$ cat config.mk
export PLATFORM = sky130hd
export DESIGN_NAME = mem_bus_arbiter_flat
export DESIGN_NICKNAME = d
export VERILOG_FILES = /design/src/rtl/mem_bus_arbiter_pkg.sv /design/src/rtl/mem_bus_arbiter_if.sv /design/src/rtl/mem_bus_arbiter_rr_pick.sv /design/src/rtl/mem_bus_arbiter.sv /design/src/flat_wrapper.sv
export SDC_FILE = /design/constraint.sdc
export NUM_CORES = 1
export LEC_CHECK = 0
export CAP_MARGIN = 25
export CORE_MARGIN = 2
export CORE_UTILIZATION = 44
export CTS_CLUSTER_DIAMETER = 200
export DETAILED_ROUTE_END_ITERATION = 7
export PLACE_DENSITY = 0.92
export SYNTH_ARGS = -nofsm -noshare
export SYNTH_HDL_FRONTEND = slang
export SYNTH_HIERARCHICAL = 1
export SYNTH_SLANG_ARGS = --single-unit
$ cat constraint.sdc
create_clock -name clk -period 4.7 [get_ports clk]
set_input_delay 1.175 -clock clk [delete_from_list [all_inputs] [get_ports clk]]
set_output_delay 1.175 -clock clk [all_outputs]
set_load 0.01 [all_outputs]
$ cat src/rtl/mem_bus_arbiter_pkg.sv
// Shared types and defaults for the memory bus arbiter and its helpers.
package mem_bus_arbiter_pkg;

  localparam int DEF_NREQ    = 3;
  localparam int DEF_AW      = 16;
  localparam int DEF_DW      = 16;
  localparam int DEF_MEM_LAT = 2;

  // Sequencer states: one access is carried from arbitration to response.
  typedef enum logic [1:0] {
    ST_IDLE  = 2'd0,
    ST_ISSUE = 2'd1,
    ST_WAIT  = 2'd2,
    ST_RESP  = 2'd3
  } state_t;

  // Width of an index into n items; never less than one bit.
  function automatic int idx_width(input int n);
    return (n > 1) ? $clog2(n) : 1;
  endfunction

endpackage

$ cat src/rtl/mem_bus_arbiter_if.sv
// Requester-side and memory-side signals of the shared memory arbiter.
//
// Handshake: a requester raises req[i] as a level and holds it, together with
// stable we/addr/wdata, until it sees done[i] for one cycle; it must drop req[i]
// in the cycle after done or it is arbitrated again. gnt[i] is informational
// (high while the access is in flight). On the memory side mem_en is a
// single-cycle strobe per access and mem_rdata is valid MEM_LAT cycles later;
// there is no backpressure from the memory.
interface mem_bus_arbiter_if #(
  parameter int NREQ = 3,
  parameter int AW   = 16,
  parameter int DW   = 16
);
  logic [NREQ-1:0]    req;
  logic [NREQ-1:0]    we;
  logic [NREQ*AW-1:0] addr;
  logic [NREQ*DW-1:0] wdata;
  logic [NREQ-1:0]    gnt;
  logic [NREQ-1:0]    done;
  logic [DW-1:0]      rdata;
  logic               busy;
  logic               mem_en;
  logic               mem_we;
  logic [AW-1:0]      mem_addr;
  logic [DW-1:0]      mem_wdata;
  logic [DW-1:0]      mem_rdata;

  // Arbiter side.
  modport slave (
    input  req, we, addr, wdata, mem_rdata,
    output gnt, done, rdata, busy, mem_en, mem_we, mem_addr, mem_wdata
  );

  // Requesters plus memory, seen from outside the arbiter.
  modport master (
    output req, we, addr, wdata, mem_rdata,
    input  gnt, done, rdata, busy, mem_en, mem_we, mem_addr, mem_wdata
  );
endinterface

$ cat src/rtl/mem_bus_arbiter_rr_pick.sv
// Combinational round-robin picker: first set request after position i_last.
module mem_bus_arbiter_rr_pick
  import mem_bus_arbiter_pkg::*;
#(
  parameter int NREQ = 3,
  parameter int PW   = idx_width(NREQ)
) (
  input  logic [NREQ-1:0] i_req,
  input  logic [PW-1:0]   i_last,
  output logic            o_valid,
  output logic [PW-1:0]   o_idx
);

  // Scan from the farthest candidate back to the nearest so the nearest wins.
  always_comb begin
    o_valid = 1'b0;
    o_idx   = '0;
    for (int k = NREQ; k >= 1; k--) begin
      if (i_req[(int'(i_last) + k) % NREQ]) begin
        o_valid = 1'b1;
        o_idx   = PW'((int'(i_last) + k) % NREQ);
      end
    end
  end

endmodule

$ cat src/rtl/mem_bus_arbiter.sv
// Round-robin arbiter/sequencer sharing one fixed-latency memory between
// NREQ requesters. One access at a time: IDLE -> ISSUE -> WAIT -> RESP.
module mem_bus_arbiter
  import mem_bus_arbiter_pkg::*;
#(
  parameter int NREQ    = DEF_NREQ,
  parameter int AW      = DEF_AW,
  parameter int DW      = DEF_DW,
  parameter int MEM_LAT = DEF_MEM_LAT
) (
  input  logic             clk,
  input  logic             rst_n,
  mem_bus_arbiter_if.slave bus,
  output state_t           o_dbg_state
);

  localparam int PW = idx_width(NREQ);
  localparam int CW = idx_width(MEM_LAT) + 1;

  state_t          r_state;
  state_t          w_state_nxt;
  logic [CW-1:0]   r_cnt;
  logic [CW-1:0]   w_cnt_nxt;
  logic [PW-1:0]   r_last;
  logic [PW-1:0]   r_win;
  logic [PW-1:0]   w_win_nxt;
  logic [NREQ-1:0] w_win_oh;
  logic            r_we;
  logic [NREQ-1:0] r_gnt;
  logic [NREQ-1:0] r_done;
  logic [DW-1:0]   r_rdata;
  logic            r_mem_en;
  logic            r_mem_we;
  logic [AW-1:0]   r_mem_addr;
  logic [DW-1:0]   r_mem_wdata;
  logic            w_pick_valid;
  logic [PW-1:0]   w_pick_idx;
  logic            w_sel_we;
  logic [AW-1:0]   w_sel_addr;
  logic [DW-1:0]   w_sel_wdata;
  logic            w_capture;

  mem_bus_arbiter_rr_pick #(.NREQ(NREQ), .PW(PW)) u_rr_pick (
    .i_req   (bus.req),
    .i_last  (r_last),
    .o_valid (w_pick_valid),
    .o_idx   (w_pick_idx)
  );

  // Request fields of the candidate winner, only meaningful in IDLE.
  assign w_sel_we    = bus.we[w_pick_idx];
  assign w_sel_addr  = bus.addr[int'(w_pick_idx)*AW +: AW];
  assign w_sel_wdata = bus.wdata[int'(w_pick_idx)*DW +: DW];

  // The winner only changes on the IDLE -> ISSUE transition.
  assign w_win_nxt = (r_state == ST_IDLE) ? w_pick_idx : r_win;
  assign w_win_oh  = NREQ'(1) << w_win_nxt;
  assign w_capture = (r_state == ST_WAIT) && (r_cnt == '0) && !r_we;

  // Next-state and wait-counter logic.
  always_comb begin
    w_state_nxt = r_state;
    w_cnt_nxt   = r_cnt;
    case (r_state)
      ST_IDLE: begin
        if (w_pick_valid) w_state_nxt = ST_ISSUE;
      end
      ST_ISSUE: begin
        w_state_nxt = ST_WAIT;
        w_cnt_nxt   = CW'(MEM_LAT - 1);
      end
      ST_WAIT: begin
        if (r_cnt == '0) w_state_nxt = ST_RESP;
        else             w_cnt_nxt   = r_cnt - CW'(1);
      end
      ST_RESP: begin
        w_state_nxt = ST_IDLE;
      end
      default: begin
        w_state_nxt = ST_IDLE;
      end
    endcase
  end

  // State register and wait counter.
  always_ff @(posedge clk or negedge rst_n) begin
    if (!rst_n) begin
      r_state <= ST_IDLE;
      r_cnt   <= '0;
    end else begin
      r_state <= w_state_nxt;
      r_cnt   <= w_cnt_nxt;
    end
  end

  // Request latches and registered outputs, all derived from the next state.
  always_ff @(posedge clk or negedge rst_n) begin
    if (!rst_n) begin
      r_last      <= PW'(NREQ - 1);
      r_win       <= '0;
      r_we        <= 1'b0;
      r_gnt       <= '0;
      r_done      <= '0;
      r_rdata     <= '0;
      r_mem_en    <= 1'b0;
      r_mem_we    <= 1'b0;
      r_mem_addr  <= '0;
      r_mem_wdata <= '0;
    end else begin
      if ((r_state == ST_IDLE) && w_pick_valid) begin
        r_win       <= w_pick_idx;
        r_last      <= w_pick_idx;
        r_we        <= w_sel_we;
        r_mem_addr  <= w_sel_addr;
        r_mem_wdata <= w_sel_wdata;
      end
      r_gnt    <= (w_state_nxt != ST_IDLE) ? w_win_oh : '0;
      r_done   <= (w_state_nxt == ST_RESP) ? w_win_oh : '0;
      r_mem_en <= (w_state_nxt == ST_ISSUE);
      r_mem_we <= (w_state_nxt == ST_ISSUE) && w_sel_we;
      if (w_capture) r_rdata <= bus.mem_rdata;
    end
  end

  assign bus.gnt       = r_gnt;
  assign bus.done      = r_done;
  assign bus.rdata     = r_rdata;
  assign bus.busy      = (r_state != ST_IDLE);
  assign bus.mem_en    = r_mem_en;
  assign bus.mem_we    = r_mem_we;
  assign bus.mem_addr  = r_mem_addr;
  assign bus.mem_wdata = r_mem_wdata;
  assign o_dbg_state   = r_state;

endmodule

$ cat src/flat_wrapper.sv
// flat-port wrapper written by rule: the top's interface ports become plain ports
module mem_bus_arbiter_flat import mem_bus_arbiter_pkg::*;
#(
  parameter int NREQ    = DEF_NREQ,
  parameter int AW      = DEF_AW,
  parameter int DW      = DEF_DW,
  parameter int MEM_LAT = DEF_MEM_LAT
)
  (clk, rst_n, o_dbg_state, bus_req, bus_we, bus_addr, bus_wdata, bus_mem_rdata, bus_gnt, bus_done, bus_rdata, bus_busy, bus_mem_en, bus_mem_we, bus_mem_addr, bus_mem_wdata);
  mem_bus_arbiter_if #(.NREQ(NREQ), .AW(AW), .DW(DW)) bus_i ();
  input  logic clk;
  input  logic rst_n;
  output state_t o_dbg_state;
  input wire logic [$bits(bus_i.req)-1:0] bus_req;
  input wire logic [$bits(bus_i.we)-1:0] bus_we;
  input wire logic [$bits(bus_i.addr)-1:0] bus_addr;
  input wire logic [$bits(bus_i.wdata)-1:0] bus_wdata;
  input wire logic [$bits(bus_i.mem_rdata)-1:0] bus_mem_rdata;
  output wire logic [$bits(bus_i.gnt)-1:0] bus_gnt;
  output wire logic [$bits(bus_i.done)-1:0] bus_done;
  output wire logic [$bits(bus_i.rdata)-1:0] bus_rdata;
  output wire logic [$bits(bus_i.busy)-1:0] bus_busy;
  output wire logic [$bits(bus_i.mem_en)-1:0] bus_mem_en;
  output wire logic [$bits(bus_i.mem_we)-1:0] bus_mem_we;
  output wire logic [$bits(bus_i.mem_addr)-1:0] bus_mem_addr;
  output wire logic [$bits(bus_i.mem_wdata)-1:0] bus_mem_wdata;
  assign bus_i.req = bus_req;
  assign bus_i.we = bus_we;
  assign bus_i.addr = bus_addr;
  assign bus_i.wdata = bus_wdata;
  assign bus_i.mem_rdata = bus_mem_rdata;
  assign bus_gnt = bus_i.gnt;
  assign bus_done = bus_i.done;
  assign bus_rdata = bus_i.rdata;
  assign bus_busy = bus_i.busy;
  assign bus_mem_en = bus_i.mem_en;
  assign bus_mem_we = bus_i.mem_we;
  assign bus_mem_addr = bus_i.mem_addr;
  assign bus_mem_wdata = bus_i.mem_wdata;
  mem_bus_arbiter #(.NREQ(NREQ), .AW(AW), .DW(DW), .MEM_LAT(MEM_LAT)) u_core (.clk(clk), .rst_n(rst_n), .bus(bus_i), .o_dbg_state(o_dbg_state));
endmodule
==> summary.md, run 1 <==
| Metric | Value |
|---|---|
| Status | `completed` |
| Overflow after GRT | `0` |
| Layout Nets | `630` |
| Via density | `5.314` |
| Max-cap violations | `0` |
| Int Pwr | `2.215 mW` |
| Post-Route WL | `10720 um` |
| Setup bufs post-CTS | `0` |
| Wire length per cell | `17.60 um` |
| R2R Setup Slk | `1560 ps` |
| Setup CP Type | `in -> reg` |
| Share of layout cells above drive strength 1 | `16.96%` |
| DRC | `0` |
| Die H | `94.03 um` |
| Seq pwr share | `26.5%` |
| Switching share of total power | `39.93%` |
| # fillers | `576` |
| Pwr Density | `655.0 mW/mm2` |
| #FFs+latches synth | `64` |
| Multi-input gate area | `0.001775 mm2` |
| FP Rows | `32` |
| Crit Reg-Reg Startpoint | `u_core/r_last[0]` |
| Number of CTS-inserted buffers | `9` |
| Initial Utilization | `45.67%` |
| CTS tree | `done` |
| Mapped Area | `0.003566 mm2` |
| Area of the core | `0.007807 mm2` |
| Vias in the first global route | `3414` |
| Yosys cell types | `40` |
| Post-CTS Resized | `0` |
| Post-CTS Hold Fix Bufs | `0` |
| Element type at the critical path end | `register` |
| VDD IR max | `0.0003061 V` |
| CP top delay family | `compound AO/OA/AOI/OAI gates` |
| Critical Path RT | `4930 ps` |
| CP Max Fanout | `23` |
| Endpoints failing setup | `0` |
| Number of H-tree levels | `3` |
| CTS max path bufs | `2` |
| Slew at the pin with the worst max-slew slack | `877.0 ps` |
| Setup TNS | `0 ps` |
| FMAX | `0.2839 GHz` |
| DIE AREA | `0.008841 mm2` |
| Yosys warning total | `6` |
| Hold WC Path Type | `reg -> reg` |
| Final ANT Viol Nets | `0` |
| Post-synthesis sequential area ratio | `44.95%` |
| Hold Fails Final Rpt | `0` |
| Clock latency at the later pin of the worst-skew pair | `360 ps` |
| Most frequent cells in the layout | `clkdlybuf4s50_1 (177), nor2_1 (68), dfrtp_1 (63)` |
| Initial antenna violation count | `0` |
| GRT Total Usage | `25.06%` |
| Slew Viols, Final | `0` |
| Area Growth Syn to Fin | `57.82%` |
| Ports | `179` |
| Post-Syn Area per Cell | `10.87 um2` |
| Worst Min Path Start | `u_core/bus.rdata[9]` |
| N_diodes | `0` |
| Crit share post-route | `74.95%` |
| 1st-iter DRT viols | `151` |
| Combinational share of power | `58.6%` |
| Crit path time final | `3523 ps` |
| First-pass GRT wire length | `16740 um` |
| Reg clk slew, reported paths | `80 ps` |
| Slowest-stage cell, CP | `o21bai_4` |
| Largest net degree at the start of global routing | `40` |
| Placer Congestion | `0.8575` |
| Clock group share of total power | `14.9%` |
| Sequential cell area | `0.001603 mm2` |
| NetSw | `1.472 mW` |
| Die W | `94.03 um` |
| Slowest stage delay, CP | `650 ps` |
| Crit path DAT | `3750 ps` |
| Leak | `2.284 nW` |
| HPWL after DPL | `7929 um` |
| DRT Pass-1 Iters | `4` |
| Final Skew | `15.75 ps` |
| CTS root buf | `clkbuf_8` |
| Critical Path Start | `bus_req[2]` |
| Vias post-DR | `3236` |
| CTS sink count | `64` |
| CP bufs+invs | `2` |
| Post-synthesis cell count | `328` |
| Commonest non-fill, non-tap cell in the layout | `clkdlybuf4s50_1` |
| RSZ-0062 raised after global routing | `false` |
| Worst-path cell chain | `clkdlybuf4s50_1 > nand2b_1 > o22ai_1 > a21oi_1 > o21bai_4 > buf_4 > mux2_2 > a221oi_2 > nor2_1` |
| Max transition margin | `41.53%` |
| IO buf count | `178` |
| Crit start category | `input pin` |
| Syn Nets | `456` |
| Hold Slack | `492.2 ps` |
## through the flow
step,instances,total power [mW],area (um2),worst slack (ps),utilization (%)
after floorplan,328,2.277,3566,2023,-
after global placement,593,3.048,5399,964.3,69.15
after detailed placement,593,3.132,5399,822.3,69.15
after CTS,609,3.694,5628,1187,72.08
after global routing,609,3.927,5628,1045,72.08
final,609,3.686,5628,1177,72.08
## routing by layer
layer | global-route usage, % | share of wire (%)
met1 | 26.67 | 36
met2 | 45.42 | 54
met3 | 7.624 | 8.1
met4 | 10.99 | 2.3
met5 | 0 | 0
## worst paths after layout
path / endpoint / cells after the start
setup / recovery: u_core/bus.mem_wdata[1] / 9
hold / removal: u_core/bus.rdata[9] / 1
setup reg to reg: u_core/bus.mem_wdata[7] / 10
hold reg to reg: u_core/bus.rdata[9] / 1
max in group asynchronous: u_core/r_last[1] / 2
min in group asynchronous: u_core/bus.mem_wdata[10] / 1
## worst reg2reg max path: cells and delay by family (launching register included)
family,cells,cell delay (ps)
adders and majority gates,1,430
DFF,1,460
and+or+nand+nor,3,950
AOI/OAI and AO/OA,4,750
buffers and inverters,2,500
## sequential cells by signal, indices dropped and copies added, names as in the netlist
| register | cells |
|---|---|
| u_core/bus.gnt | 3 |
| u_core/bus.done | 3 |
| u_core/bus.rdata | 16 |
| u_core/r_last | 2 |
| u_core/o_dbg_state | 2 |
| u_core/bus.mem_en | 1 |
| u_core/r_win | 1 |
| u_core/bus.mem_we | 1 |
| u_core/bus.mem_wdata | 16 |
| u_core/bus.mem_addr | 16 |
| u_core/r_we | 1 |
| u_core/r_cnt | 2 |
## power groups by stage
stage / Combinational, mW / Clock [mW] / Sequential (mW)
floorplan: 1.20 / 0 / 1.08
global placement: 2.08 / 0 / 0.972
detailed placement: 2.15 / 0 / 0.983
CTS: 2.16 / 0.551 / 0.978
global route: 2.34 / 0.579 / 1.01
finish: 2.16 / 0.548 / 0.976
## area by class of cell
class / count / area share (%)
clock buffers: 10 / 2.446
flip-flops and latches: 64 / 28.48
clock inverters: 6 / 1.623
well taps: 102 / 2.268
repair buffers: 187 / 32.77
multi-input cells: 227 / 31.55
inverters: 13 / 0.8671
## cell families after synthesis
group                    count (synthesis)  share of synthesized area (%)
AO/OA/AOI/OAI                           62                          16.67
adder cells (fa/ha/maj)                  8                          2.807
buffers and inverters                   37                          5.579
flip-flops                              64                          44.95
multiplexers                            54                          17.19
AND/OR/NAND/NOR                        103                          12.81
## cell usage after synthesis, drive strengths merged
cell type	n	share of area (%)
buf	23	4.1
clkbuf	1	0.14
and2	1	0.18
inv	13	1.4
a211oi	1	0.21
o22ai	4	0.70
nand2	14	1.5
nand3b	5	1.2
nor2	68	7.2
o211ai	1	0.21
dfrtp	63	44
or3b	1	0.25
o21a	1	0.21
o21ai	6	0.84
nor3b	2	0.42
nand2b	3	0.53
a22o	1	0.25
nor2b	4	0.91
mux2	49	16
or3	1	0.18
a221oi	32	12
a21oi	10	1.4
dfstp	1	0.74
mux2i	5	1.4
ha	8	2.8
o2bb2ai	1	0.25
nor3	4	0.56
a31oi	1	0.18
o221ai	1	0.25
o21bai	1	0.21
a21boi	2	0.42
Power figures use the tool's default switching activity.
==> run 2: changes to the inputs <==
CORE_UTILIZATION = 41   (was 44)
PLACE_DENSITY = 0.87   (was 0.92)
clock period = 3.5 ns   (was 4.7 ns; I/O delays follow)
==> summary.md, run 2 (synthesis gave the netlist of run 1 again) <==
| Metric | Value |
|---|---|
| GRT Total Usage | `22.91%` |
| FMAX | `0.3401 GHz` |
| Largest net degree at the start of global routing | `34` |
| Number of H-tree levels | `3` |
| Setup CP Type | `in -> reg` |
| Switching share of total power | `39.69%` |
| IO buf count | `178` |
| Max-cap violations | `0` |
| Die W | `97.26 um` |
| Seq pwr share | `26.2%` |
| CTS tree | `done` |
| Combinational share of power | `59.6%` |
| DIE AREA | `0.009460 mm2` |
| Share of layout cells above drive strength 1 | `17.65%` |
| Clock group share of total power | `14.2%` |
| Reg clk slew, reported paths | `80 ps` |
| Wire length per cell | `17.08 um` |
| Initial antenna violation count | `0` |
| Ports | `179` |
| RSZ-0062 raised after global routing | `false` |
| Post-place setup slack | `298.7 ps` |
| Int Pwr | `3.005 mW` |
| 1st-iter DRT viols | `125` |
| Leak | `2.309 nW` |
| DRC | `0` |
| Die H | `97.26 um` |
| Post-CTS Resized | `0` |
| Final ANT Viol Nets | `0` |
| Commonest non-fill, non-tap cell in the layout | `clkdlybuf4s50_1` |
| Hold Slack | `330.5 ps` |
| Setup TNS | `0 ps` |
| Vias post-DR | `3236` |
| CP Max Fanout | `33` |
| Final Skew | `8.265 ps` |
| CTS sink count | `64` |
| Vias in the first global route | `3437` |
| DRT Pass-1 Iters | `4` |
| HPWL after DPL | `8125 um` |
| Via density | `5.236` |
| FP Rows | `34` |
| First-pass GRT wire length | `17290 um` |
| Element type at the critical path end | `register` |
| Post-Route WL | `10550 um` |
| Initial Utilization | `41.50%` |
| Area Growth Syn to Fin | `59.16%` |
| Endpoints failing setup | `0` |
| Clock latency at the later pin of the worst-skew pair | `340 ps` |
| Crit path DAT | `3160 ps` |
| Max transition margin | `58.55%` |
| Overflow after GRT | `0` |
| Pwr Density | `877.8 mW/mm2` |
| CTS max path bufs | `2` |
| Slew at the pin with the worst max-slew slack | `615.3 ps` |
| VDD IR max | `0.0004316 V` |
| Slew Viols, Final | `0` |
| Tot Pwr | `4.982 mW` |
| Number of CTS-inserted buffers | `9` |
| Most frequent cells in the layout | `clkdlybuf4s50_1 (177), nor2_1 (68), dfrtp_1 (63)` |
| Crit start category | `input pin` |
| NetSw | `1.977 mW` |
| Status | `completed` |
| Final worst-path setup slack | `559.3 ps` |
| Critical Path RT | `3720 ps` |
| Placer Congestion | `0.8134` |
| Crit share post-route | `84.02%` |
| # fillers | `691` |
| Hold WC Path Type | `in -> async` |
| Hold Fails Final Rpt | `0` |
| Crit path time final | `2941 ps` |
| CTS root buf | `clkbuf_8` |
| Layout Nets | `633` |
| Setup bufs post-CTS | `0` |
| N_diodes | `0` |
| Area of the core | `0.008593 mm2` |
| Post-CTS Hold Fix Bufs | `0` |
## run 2: cell count changes in the layout (fill, tap and decap cells not counted)
cell | before | now
clkinv_4 | 0 | 1
clkinv_2 | 0 | 2
clkbuf_8 | 10 | 9
nand2_2 | 0 | 1
buf_4 | 9 | 10
buf_12 | 0 | 2
nand2_1 | 14 | 13
clkinvlp_4 | 3 | 1
## run 2: power groups by stage
| stage | clock network (mW) | registers, mW | logic, mW |
|---|---|---|---|
| 2_1_floorplan | 0 | 1.45 | 1.61 |
| 3_3_place_gp | 0 | 1.30 | 2.89 |
| 3_5_place_dp | 0 | 1.32 | 2.98 |
| 4_1_cts | 0.724 | 1.31 | 3.00 |
| 5_1_grt | 0.757 | 1.35 | 3.22 |
| 6_report | 0.708 | 1.31 | 2.97 |
## run 2: area by class of cell
cell class,count,area [um2],area share [%]
repair buffers,190,1892,33.33
multi-input cells,227,1778,31.33
flip-flops and latches,64,1603,28.24
well taps,108,135.1,2.381
clock buffers,9,123.9,2.183
clock inverters,7,95.09,1.675
inverters,13,48.80,0.8598
## run 2: critical path, cell delays in order
cell and delay, ps:
clkdlybuf4s50_1 480, inv_1 130, o21ai_0 100, a211oi_1 290, o21bai_4 240, buf_12 270
nor2b_4 110, buf_12 180, a221oi_1 340, nor2_1 110
## run 2: metrics by stage
stage / instance area, um2 / cells / utilization (%)
after CTS: 5675 / 618 / 66.05
after floorplan: 3566 / 328 / -
after global placement: 5456 / 602 / 63.50
after detailed placement: 5456 / 602 / 63.50
final: 5675 / 618 / 66.05
after global routing: 5675 / 618 / 66.05
## run 2: layer usage
layer	share of wire [%]	global-route usage, %
met5	0	0
met4	1.7	7.265
met3	7.1	6.906
met2	53	41.67
met1	39	25.66
## run 2: path summary, 6_finish.rpt
check / from / end / slack (ps) / depth (start not counted)
worst max-delay path: bus_req[2] / u_core/bus.mem_wdata[5] / 560 / 10
worst min-delay path: rst_n / u_core/bus.mem_wdata[15] / 330 / 1
worst max register to register: u_core/r_last[0] / u_core/bus.mem_wdata[5] / 630 / 11
worst min register to register: u_core/bus.rdata[10] / u_core/bus.rdata[10] / 490 / 1
max in group asynchronous: rst_n / u_core/r_last[1] / 2540 / 2
min in group clk: u_core/bus.rdata[10] / u_core/bus.rdata[10] / 490 / 1
==> run 3: changes to the inputs <==
clock period = 2.9 ns   (was 3.5 ns; I/O delays follow)
==> summary.md, run 3 (synthesis gave the netlist of run 1 again) <==
| Metric | Value |
|---|---|
| HPWL after DPL | `8222 um` |
| Slew at the pin with the worst max-slew slack | `716.9 ps` |
| RSZ-0062 raised after global routing | `false` |
| Die H | `97.26 um` |
| R2r endpoint | `u_core/bus.mem_wdata[7]` |
| Final ANT Viol Nets | `0` |
| Max transition margin | `52.21%` |
| Slew Viols, Final | `0` |
| Vias post-DR | `3320` |
| Setup TNS | `0 ps` |
| Crit share post-route | `92.69%` |
| 1st-iter DRT viols | `154` |
| Number of CTS-inserted buffers | `9` |
| Initial antenna violation count | `0` |
| Area Growth Syn to Fin | `61.82%` |
| Post-route cell area | `0.005771 mm2` |
| Int Pwr | `3.735 mW` |
| Die W | `97.26 um` |
| Clock latency at the later pin of the worst-skew pair | `340 ps` |
| Layout Nets | `640` |
| Hold Fails Final Rpt | `0` |
| Number of H-tree levels | `3` |
| First-pass GRT wire length | `17860 um` |
| CTS root buf | `clkbuf_8` |
| Crit path time final | `2688 ps` |
| Sequential cell area | `0.001604 mm2` |
| FMAX | `0.3720 GHz` |
| Via density | `5.321` |
| Critical Path RT | `3120 ps` |
| Crit start category | `input pin` |
| Placed inst area | `0.005559 mm2` |
| Multi-input gate area | `0.001783 mm2` |
| Most frequent cells in the layout | `clkdlybuf4s50_1 (177), nor2_1 (68), dfrtp_1 (62)` |
| Clock group share of total power | `13.1%` |
| DRT Pass-1 Iters | `4` |
| Largest net degree at the start of global routing | `37` |
| R2R Setup Slk | `250 ps` |
| Non-filler instance count after layout | `624` |
| NetSw | `2.403 mW` |
| Seq pwr share | `25.7%` |
| Pwr Density | `1064 mW/mm2` |
| Final Skew | `8.529 ps` |
| DIE AREA | `0.009460 mm2` |
| Wire length per cell | `17.38 um` |
| Share of layout cells above drive strength 1 | `19.19%` |
| Switching share of total power | `39.14%` |
| CTS sink count | `64` |
| CTS tree | `done` |
| Overflow after GRT | `0` |
| Combinational share of power | `61.3%` |
| CP Max Fanout | `18` |
| Vias in the first global route | `3669` |
| GRT Total Usage | `23.55%` |
| Placer Congestion | `0.8345` |
| Area of the core | `0.008593 mm2` |
| Status | `completed` |
| DRC | `0` |
| Element type at the critical path end | `register` |
| VDD IR max | `0.0005324 V` |
| N_diodes | `0` |
| Post-Route WL | `10850 um` |
| FP Rows | `34` |
| Max-cap violations | `0` |
| Setup CP Type | `in -> reg` |
| Crit Reg-Reg Startpoint | `u_core/r_last[0]` |
| DP Cell Count | `609` |
| # fillers | `677` |
| Endpoints failing setup | `0` |
| Commonest non-fill, non-tap cell in the layout | `clkdlybuf4s50_1` |
| R2R depth | `10` |
| Initial Utilization | `41.50%` |
| Ports | `179` |
| Leak | `2.356 nW` |
| Reg clk slew, reported paths | `70 ps` |
| IO buf count | `178` |
| CTS max path bufs | `2` |
| Hold WC Path Type | `in -> async` |
| Crit path DAT | `2910 ps` |
run 3: cell count changes in the layout (fill, tap and decap cells not counted):
| cell | previous run | this run |
|---|---|---|
| clkbuf_8 | 9 | 12 |
| buf_4 | 10 | 13 |
| ha_2 | 0 | 2 |
| dfrtp_2 | 0 | 1 |
| buf_12 | 2 | 6 |
| ha_1 | 8 | 6 |
| bufinv_16 | 2 | 1 |
| clkinv_4 | 1 | 0 |
| clkinvlp_4 | 1 | 0 |
| inv_6 | 1 | 0 |
| dfrtp_1 | 63 | 62 |
run 3: per-layer routing:
| layer | GRT usage [%] | vias up | routed length [um] |
|---|---|---|---|
| met4 | 10.58 | 0 | 389 |
| met1 | 26.54 | 1618 | 4059 |
| met2 | 41.61 | 136 | 5598 |
| met3 | 6.403 | 30 | 797 |
| li1 | - | 1536 | - |
| met5 | 0 | - | 0 |
run 3: worst max-delay path by stage:
stage	startpoint	endpoint	slack (ps)	depth (start not counted)
final	bus_req[2]	u_core/bus.mem_wdata[7]	210	9
after floorplan	u_core/r_last[0]	u_core/bus.mem_addr[0]	530	12
after CTS	u_core/o_dbg_state[0]	bus_busy	160	4
after global placement	bus_req[2]	u_core/bus.mem_addr[4]	-20	9
after detailed placement	bus_req[2]	u_core/bus.mem_wdata[7]	-100	9
after global routing	u_core/r_last[0]	u_core/bus.mem_wdata[5]	9	10
run 3: metrics by stage:
stage | hold slack [ps] | power, mW | util [%] | setup slack (ps)
global route | 485.2 | 6.574 | 67.15 | 9.091
floorplan | 429.4 | 3.690 | - | 532.5
CTS | 454.1 | 6.162 | 67.08 | 155.9
global placement | 470.8 | 5.193 | 64.69 | -21.21
detailed placement | 471.7 | 5.321 | 64.69 | -104.2
finish | 433.6 | 6.138 | 67.15 | 212.0
run 3: layout make-up:
cell class                 count  share of cell area [%]
clock inverter                 3                  0.6938
timing repair buffer         197                   34.56
inverter                      13                  0.8456
sequential                    64                   27.80
tap                          108                   2.342
multi-input combinational    227                   30.90
clock buffer                  12                   2.862
run 3: power by group through the flow:
stage | registers, mW | logic (mW) | clock network, mW
after floorplan | 1.75 | 1.94 | 0
after global placement | 1.56 | 3.63 | 0
after detailed placement | 1.59 | 3.73 | 0
after CTS | 1.58 | 3.77 | 0.816
after global routing | 1.64 | 4.08 | 0.856
final | 1.57 | 3.76 | 0.802
run 3: repair_timing:
item | CTS | global route
setup endpoints to repair | 0 | 11
endpoints found under the hold margin | 0 | 0
hold buffers | 0 | 0
setup buffers | 0 | 0
resized for setup | 0 | 3
run 3: worst max-delay path, cell delays in order:
cell and delay [ps]:
clkdlybuf4s50_1 480, nand2b_1 170, o22ai_1 150, a21oi_1 140, o21bai_4 300, buf_12 220
mux2_1 350, a221oi_1 270, nor2_1 100
